**config.mk**
```make
export PLATFORM = sky130hd
export DESIGN_NAME = mem_arbiter
export DESIGN_NICKNAME = d
export VERILOG_FILES = /design/src/rtl/mem_arbiter.sv
export SDC_FILE = /design/constraint.sdc
export NUM_CORES = 1
export LEC_CHECK = 0
export BUFFER_PORTS_ARGS = -buffer_cell sky130_fd_sc_hd__buf_2
export CORE_MARGIN = 2
export CORE_UTILIZATION = 48
export CTS_CLUSTER_DIAMETER = 50
export DETAILED_ROUTE_END_ITERATION = 10
export HOLD_SLACK_MARGIN = 0.15
export PLACE_DENSITY = 0.77
export SLEW_MARGIN = 20
export SYNTH_ARGS = -nofsm -noshare
export SYNTH_HDL_FRONTEND = slang
export SYNTH_SLANG_ARGS = --single-unit
```
**constraint.sdc**
```tcl
create_clock -name clock -period 5.9 [get_ports clock]
set_input_delay 0.59 -clock clock [delete_from_list [all_inputs] [get_ports clock]]
set_output_delay 0.59 -clock clock [all_outputs]
set_load 0.02 [all_outputs]
```
**src/rtl/mem_arbiter.sv**
```systemverilog
// mem_arbiter: two-port (instruction / data) arbiter in front of one memory port.
// A grant is taken in IDLE. In-window accesses go to BUSY, which holds mem_valid until
// mem_ready is seen or the wait counter expires. Out-of-window accesses skip BUSY and
// go straight to an error response. RESP pulses the owner's ready for one cycle.
// All outputs are registered.
//
// Optional feature: define MEM_ARBITER_ROUND_ROBIN_EN to make ties alternate between
// the two ports. Without it, the data port always wins a tie.
//
// Ports:
//   clock, reset             : rising-edge clock, asynchronous active-high reset
//   imem_valid/addr          : instruction request
//   imem_rdata/ready/error   : instruction response (ready is a 1-cycle pulse)
//   dmem_valid/addr/wdata/wstrb : data request (wstrb == 0 means read)
//   dmem_rdata/ready/error   : data response (ready is a 1-cycle pulse)
//   mem_valid/instr/addr/wdata/wstrb : downstream request
//   mem_rdata/ready          : downstream response
module mem_arbiter #(
  parameter logic [31:0] BASE_ADDR = 32'h8000_0000,
  parameter logic [31:0] TOP_ADDR  = 32'h9000_0000,
  parameter int unsigned TIMEOUT   = 256
) (
  input  logic        clock,
  input  logic        reset,
  input  logic        imem_valid,
  input  logic [31:0] imem_addr,
  output logic [31:0] imem_rdata,
  output logic        imem_ready,
  output logic        imem_error,
  input  logic        dmem_valid,
  input  logic [31:0] dmem_addr,
  input  logic [31:0] dmem_wdata,
  input  logic [3:0]  dmem_wstrb,
  output logic [31:0] dmem_rdata,
  output logic        dmem_ready,
  output logic        dmem_error,
  output logic        mem_valid,
  output logic        mem_instr,
  output logic [31:0] mem_addr,
  output logic [31:0] mem_wdata,
  output logic [3:0]  mem_wstrb,
  input  logic [31:0] mem_rdata,
  input  logic        mem_ready
);
  typedef enum logic [1:0] {IDLE = 2'd0, BUSY = 2'd1, RESP = 2'd2} state_t;

  localparam logic [15:0] CNT_LAST = 16'(TIMEOUT - 1);

  state_t      state, state_nxt;
  logic [15:0] cnt, cnt_nxt;
  logic        grant_any, grant_imem, in_window;
  logic [31:0] gnt_addr;
  logic        mem_valid_nxt, mem_instr_nxt;
  logic [31:0] mem_addr_nxt, mem_wdata_nxt;
  logic [3:0]  mem_wstrb_nxt;
  logic        rsp_fire, rsp_imem, rsp_err;
  logic [31:0] rsp_data;

  // Arbitration: evaluated every cycle, only acted on in IDLE.
  assign grant_any = imem_valid | dmem_valid;
`ifdef MEM_ARBITER_ROUND_ROBIN_EN
  logic last_imem;  // 1 = instruction port won the previous grant

  assign grant_imem = imem_valid & (~dmem_valid | ~last_imem);

  always_ff @(posedge clock or posedge reset) begin
    if (reset)
      last_imem <= 1'b0;
    else if (state == IDLE && grant_any)
      last_imem <= grant_imem;
  end
`else
  assign grant_imem = imem_valid & ~dmem_valid;
`endif

  assign gnt_addr  = grant_imem ? imem_addr : dmem_addr;
  assign in_window = (gnt_addr >= BASE_ADDR) && (gnt_addr < TOP_ADDR);

  // State register and registered outputs
  always_ff @(posedge clock or posedge reset) begin
    if (reset) begin
      state      <= IDLE;
      cnt        <= 16'd0;
      mem_valid  <= 1'b0;
      mem_instr  <= 1'b0;
      mem_addr   <= 32'd0;
      mem_wdata  <= 32'd0;
      mem_wstrb  <= 4'd0;
      imem_ready <= 1'b0;
      imem_error <= 1'b0;
      imem_rdata <= 32'd0;
      dmem_ready <= 1'b0;
      dmem_error <= 1'b0;
      dmem_rdata <= 32'd0;
    end else begin
      state      <= state_nxt;
      cnt        <= cnt_nxt;
      mem_valid  <= mem_valid_nxt;
      mem_instr  <= mem_instr_nxt;
      mem_addr   <= mem_addr_nxt;
      mem_wdata  <= mem_wdata_nxt;
      mem_wstrb  <= mem_wstrb_nxt;
      imem_ready <= rsp_fire & rsp_imem;
      imem_error <= rsp_fire & rsp_imem & rsp_err;
      dmem_ready <= rsp_fire & ~rsp_imem;
      dmem_error <= rsp_fire & ~rsp_imem & rsp_err;
      // Read data only moves on a response; it holds its value otherwise.
      if (rsp_fire & rsp_imem)
        imem_rdata <= rsp_data;
      if (rsp_fire & ~rsp_imem)
        dmem_rdata <= rsp_data;
    end
  end

  // Next-state logic
  always_comb begin
    state_nxt = state;
    case (state)
      IDLE: if (grant_any) state_nxt = in_window ? BUSY : RESP;
      BUSY: if (mem_ready || cnt == CNT_LAST) state_nxt = RESP;
      RESP: state_nxt = IDLE;
      default: state_nxt = IDLE;
    endcase
  end

  // Output logic: next values of the registered outputs
  always_comb begin
    cnt_nxt       = cnt;
    mem_valid_nxt = mem_valid;
    mem_instr_nxt = mem_instr;
    mem_addr_nxt  = mem_addr;
    mem_wdata_nxt = mem_wdata;
    mem_wstrb_nxt = mem_wstrb;
    rsp_fire      = 1'b0;
    rsp_imem      = mem_instr;  // owner of the access in flight
    rsp_err       = 1'b0;
    rsp_data      = 32'd0;
    case (state)
      IDLE: begin
        if (grant_any) begin
          cnt_nxt       = 16'd0;
          mem_instr_nxt = grant_imem;
          mem_addr_nxt  = gnt_addr;
          mem_wdata_nxt = grant_imem ? 32'd0 : dmem_wdata;
          mem_wstrb_nxt = grant_imem ? 4'd0 : dmem_wstrb;
          if (in_window) begin
            mem_valid_nxt = 1'b1;
          end else begin
            // Out-of-window: answer with an error without touching memory.
            rsp_fire = 1'b1;
            rsp_imem = grant_imem;
            rsp_err  = 1'b1;
          end
        end
      end
      BUSY: begin
        if (mem_ready) begin
          mem_valid_nxt = 1'b0;
          rsp_fire      = 1'b1;
          rsp_data      = mem_rdata;
        end else if (cnt == CNT_LAST) begin
          mem_valid_nxt = 1'b0;
          rsp_fire      = 1'b1;
          rsp_err       = 1'b1;
        end else begin
          cnt_nxt = cnt + 16'd1;
        end
      end
      default: ;
    endcase
  end
endmodule
```
* Word level (Yosys, flattened, before mapping) *
Cells that the tools add are included.

storage, ports and cells
  register bits after elaboration = 156
  bits in latches = 0
  bits in writable memories = 0
  memory bits (read-only) = 0
  bits of input ports = 137
  output and inout bits = 138
  word-level logic and storage cells = 68
  memories = 0

operators by class
  add/sub/neg operators = 1
  multiply operators = 0
  div/mod/pow operators = 0
  $lt $le $gt $ge = 2
  equality and inequality tests = 8
  shifts and indexed selects = 0
  muxes and demuxes = 28
  bitwise gates (word level) = 8
  reduce and logical (&&, ||, !) cells = 8

operators by type and width
  cell                                                                    count
  32-bit 2-to-1 mux                                                       4
  16-bit 2-to-1 mux                                                       3
  32-bit greater-or-equal comparator, second input constant               1
  32-bit < comparator, second input constant                              1
  16-bit case mux with 2 select lines                                     1
  16-bit by 1-bit adder with 16-bit output, second input constant         1
  16-bit by 8-bit equality test with 1-bit output, second input constant  1
  1-bit 2-to-1 mux                                                        12
  2-bit != test, second input constant                                    5
  4-bit AND reduction                                                     2
  2-bit 2-to-1 mux                                                        3
  1-bit case mux with 2 select lines                                      3
  1-bit AND                                                               5
  4-bit 2-to-1 mux                                                        1
  2-bit case mux with 2 select lines                                      1
  2-bit AND reduction                                                     2
  3-bit != test, second input constant                                    1
  2-bit by 1-bit equality test with 1-bit output, second input constant   1
  2-bit zero test                                                         1
  1-bit NOT                                                               2
  2-bit nonzero test                                                      1
  1-bit logical AND                                                       1
  1-bit logical OR                                                        1
  1-bit bitwise OR                                                        1

* Longest topological paths before layout *
  depth after elaboration = 11
  depth in mapped cells = 8
  depth with buffers taken out = 6

* Worst setup path before layout *
OpenSTA, ideal clock, no wires.

  path type = input-to-reg
  start = input port dmem_addr[28]
  end = register imem_rdata[21]
  library setup time = 0.121 ns
  arrival time = 2.168 ns
  data required time = 5.779 ns
  setup slack = 3.611 ns
  cell stages on the path = 6
  path buffers = 1
  path through = or4b_1 -> and3_1 -> a211o_1 -> a21o_4 -> buf_6 -> a22o_1

between the ends
  cells in the longest elaborated chain, start to end = 7
  elaborated cells between the ends (all ways) = 11
  classes of those cells = order compare: 2; mux: 7; bitwise: 1; reduce/logical: 1

ends and longest elaborated chain
  item                                                                       line  text
  start, declared                                                            31    input logic [31:0] dmem_addr,
  32-bit 2-to-1 mux (*)                                                      76    assign gnt_addr = grant_imem ? imem_addr : dmem_addr;
  32-bit greater-or-equal comparator or 32-bit < comparator (tied branches)  77    assign in_window = (gnt_addr >= BASE_ADDR) && (gnt_addr < TOP_ADDR);
  1-bit logical AND (*)                                                      77
  1-bit 2-to-1 mux                                                           146   if (in_window) begin
  1-bit 2-to-1 mux                                                           140   if (grant_any) begin
  1-bit case mux with 2 select lines or 1-bit 2-to-1 mux (tied branches)     138   case (state)
  1-bit AND (*)                                                              108   if (rsp_fire & rsp_imem)
  end signal, assigned                                                       109   imem_rdata <= rsp_data;
  end, declared                                                              27    output logic [31:0] imem_rdata,

Mark *: on every way between the ends. The rest lies on a longest branch, timed or not.
A chain may end at the register's enable or synchronous reset.

* Worst setup path in the final report *
  start = input port dmem_valid
  end = register imem_rdata[22]

between the ends
  cells in the longest elaborated chain, start to end = 9
  elaborated cells between the ends (all ways) = 14
  classes of those cells = order compare: 2; mux: 7; bitwise: 4; reduce/logical: 1

ends and longest elaborated chain
  item                                                                       line  text
  start, declared                                                            30    input logic dmem_valid,
  1-bit NOT                                                                  73    assign grant_imem = imem_valid & ~dmem_valid;
  1-bit AND                                                                  73
  32-bit 2-to-1 mux                                                          76
  32-bit greater-or-equal comparator or 32-bit < comparator (tied branches)  77
  1-bit logical AND                                                          77
  1-bit 2-to-1 mux                                                           146
  1-bit 2-to-1 mux                                                           140
  1-bit case mux with 2 select lines or 1-bit 2-to-1 mux (tied branches)     138
  1-bit AND (*)                                                              108

Marks and branches as above.

==> flow_summary_export.csv <==
group,metric,value,unit
sta,skew,10.5,ps
logic_synthesis,synth-main-ff-cell,"dfrtp_1",
cts,numClockSinks,156,
final_layout,syn_to_final_growth,32.4,%
cts,cts-root-buf,"clkbuf_16",
worst_setup_path,start_kind,"primary input",
worst_setup_path,max_stage_delay,590,ps
drt,route.detailed.drc,0,
worst_setup_path,cpMaxStageDelayCell,"buf_2",
global_routing,antenna_found_initial,0,
floorplan,die_w,119,um
logic_synthesis,synth.most_common_cell,"dfrtp_1",
logic_synthesis,synth-seq-cells,156,
logic_synthesis,synth-edff-count,0,
logic_synthesis,yosys-top-cells-count,"dfrtp_1 (156), nand2_1 (117), a22o_1 (64)",
sta,max-slew-margin-rel,31.2,%
floorplan,fp.dieH,119,um
cts,clkTransAtPathRegs,60,ps
power,finalPower,3.03,mW
final_layout,layout-drive-gt1-share,38.8,%
power,leakage,4.69,nW
cts,post-cts-setup-buffer-count,0,
sta,fin_crit_sh,46.1,%
floorplan,dieArea,0.0142,mm2
worst_setup_path,arrival,3030,ps
worst_setup_path,cp_cell_sequence,"buf_2, nand2b_2, buf_4, mux2i_1, or2_2, a21o_4, a22o_1",
cts,cts_resized,0,
sta,fin_ws,3180,ps
worst_setup_path,worstPathMaxFanout,44,
final_layout,nNetsFinal,968,
flow_run,drv_cap,0,
sta,finalMaxSlewViolations,0,
placement,dp_slack,2730,ps
logic_synthesis,synth.area.top_cells,"dfrtp_1 (61%), a22o_1 (8.8%), nand2_1 (6.9%), mux2i_1 (5.2%), nand3_1 (3.4%)",
logic_synthesis,synth_area,0.00635,mm2
cts,clk_latency,420,ps
power,power.density,360,mW/mm2
worst_setup_path,crit_path_end_kind,"flip-flop",
cts,hold_buffers,0,
logic_synthesis,yosysUniqueCellTypes,42,
logic_synthesis,async_reset_ff_share,100,%
cts,clockBufferDepth,2,
logic_synthesis,synth_cells,569,
sta,fin_crit,2720,ps
floorplan,placeableCoreArea,0.0131,mm2
sta,rsz0062_at_grt,"no",
drt,vias,5328,
sta,tightest_slew,1030,ps
cts,cts_tree,"built",
drt,ant_nets,0,
logic_synthesis,synth_top_area_share,61.4,%
drt,drtIter0Drc,261,
global_routing,grt_first_pass_wirelength,26700,um
global_routing,grt_max_degree,103,
drt,dr.pass1.iters,6,
logic_synthesis,synth_top_cell_by_area,"dfrtp_1",
logic_synthesis,synth_nets,707,
worst_setup_path,crit_required,6210,ps
placement,dpl.hpwl,11800,um
sta,setup_violations,0,
drt,via_per_inst,5.23,
run_status,status,"completed",
floorplan,rows,42,
sta,max_freq,367,MHz
final_layout,diodes,0,
logic_synthesis,yosysSeqAreaShare,61.4,%
global_routing,track_usage,23.9,%
global_routing,grt_overflow,0,
logic_synthesis,syn_area_per_cell,11.2,um2
cts,numCtsBuffers,17,
global_routing,grt_pass1_vias,5385,
drt,routed_wl,16500,um
sta,hold_viol,0,
drt,routedWlPerCell,16.2,um
sta,setup_tns,0,ps
worst_hold_path,hold_class,"in -> async",
placement,port_buffers,274,
power,peakVddDrop,183,uV
worst_setup_path,crit_type,"in -> reg",
floorplan,start_util,48.6,%
cts,h-tree-depth,4,
placement,place_congestion,0.858,
logic_synthesis,ys_warn_count,0,
floorplan,ios,275,
[final timing paths]
path	slack, ps	depth (start not counted)	from	to
setup / recovery	3180	7	dmem_valid	imem_rdata[22]
hold / removal	340	2	reset	mem_addr[25]
max in group asynchronous	4230	3	reset	mem_wdata[17]
min in group clock	400	2	mem_rdata[13]	imem_rdata[13]
setup reg to reg	3410	6	cnt[10]	dmem_rdata[7]
hold reg to reg	460	2	mem_wdata[22]	mem_wdata[22]
[power breakdown]
group / internal (mW) / leakage (nW) / total, mW / switching (mW)
sequential: 1.22 / 2.07 / 1.30 / 0.0858
clock: 0.589 / 0.266 / 1.04 / 0.450
combinational: 0.223 / 2.36 / 0.685 / 0.462
[cells by family after synthesis]
logic type	count (synthesis)	share of synthesized area, %
AND/OR/NAND/NOR	205	14.8
adder cells (fa/ha/maj)	1	0.197
flip-flops	156	61.4
XOR/XNOR	9	1.24
buffers and inverters	44	3.21
AO/OA/AOI/OAI	121	14.0
multiplexers	33	5.20
[critical path, delay by kind of cell]
| family | cells | cell delay (ps) |
|---|---|---|
| buffers and inverters | 2 | 1030 |
| AO/OA/AOI/OAI | 2 | 620 |
| AND/OR/NAND/NOR | 2 | 580 |
| multiplexers | 1 | 160 |
[cells in the final DEF, fill, tap and decap left out, types with 2 or more instances in the layout]
cell type,n
or4b_1,2
nor2_1,10
dfrtp_1,156
nor3_1,3
clkinv_4,3
o21ai_0,32
nand3_1,43
o21ai_1,3
o21a_1,2
a21oi_1,7
nor3b_1,2
inv_1,3
or2_2,3
nor4_1,3
clkbuf_16,17
nand4_1,3
a22o_1,64
buf_4,6
a31o_1,2
buf_2,274
mux2i_1,33
xnor2_1,6
xor2_1,3
nor2_2,2
and3_1,3
nand2_1,117
inv_2,2
clkinvlp_4,4
a31oi_1,4
nor2b_1,2
or3_1,3
inv_6,5
[metal layers]
layer,vias up,GRT usage (%),wire length (um)
met5,-,0,0
met4,0,10.0,370
met3,27,5.94,1160
met2,230,39.6,7990
met1,2539,30.1,6940
li1,2532,-,-
[cell type report]
type                            count  area [um2]
Fill cell                        1028        4670
Sequential cell                   156        3900
Multi-Input combinational cell    369        2280
Timing Repair Buffer              280        1420
Clock buffer                       18         429
Tap cell                          176         220
Clock inverter                     14         138
Inverter                            6        27.5
[registers in the layout, indices dropped and copies added (netlist names), 2 cells and up]
name        cells
cnt            16
imem_rdata     32
mem_addr       32
mem_wdata      32
mem_wstrb       4
dmem_rdata     32
state           2
[through the flow]
step	util, %	hold WS [ps]	cells	instance area, um2
finish	64.3	341	1019	8410
detailed placement	60.0	451	987	7850
global route	64.3	390	1019	8410
CTS	64.3	358	1019	8410
global placement	60.0	445	987	7850
floorplan	-	496	569	6350
Power figures use the tool's default switching activity.
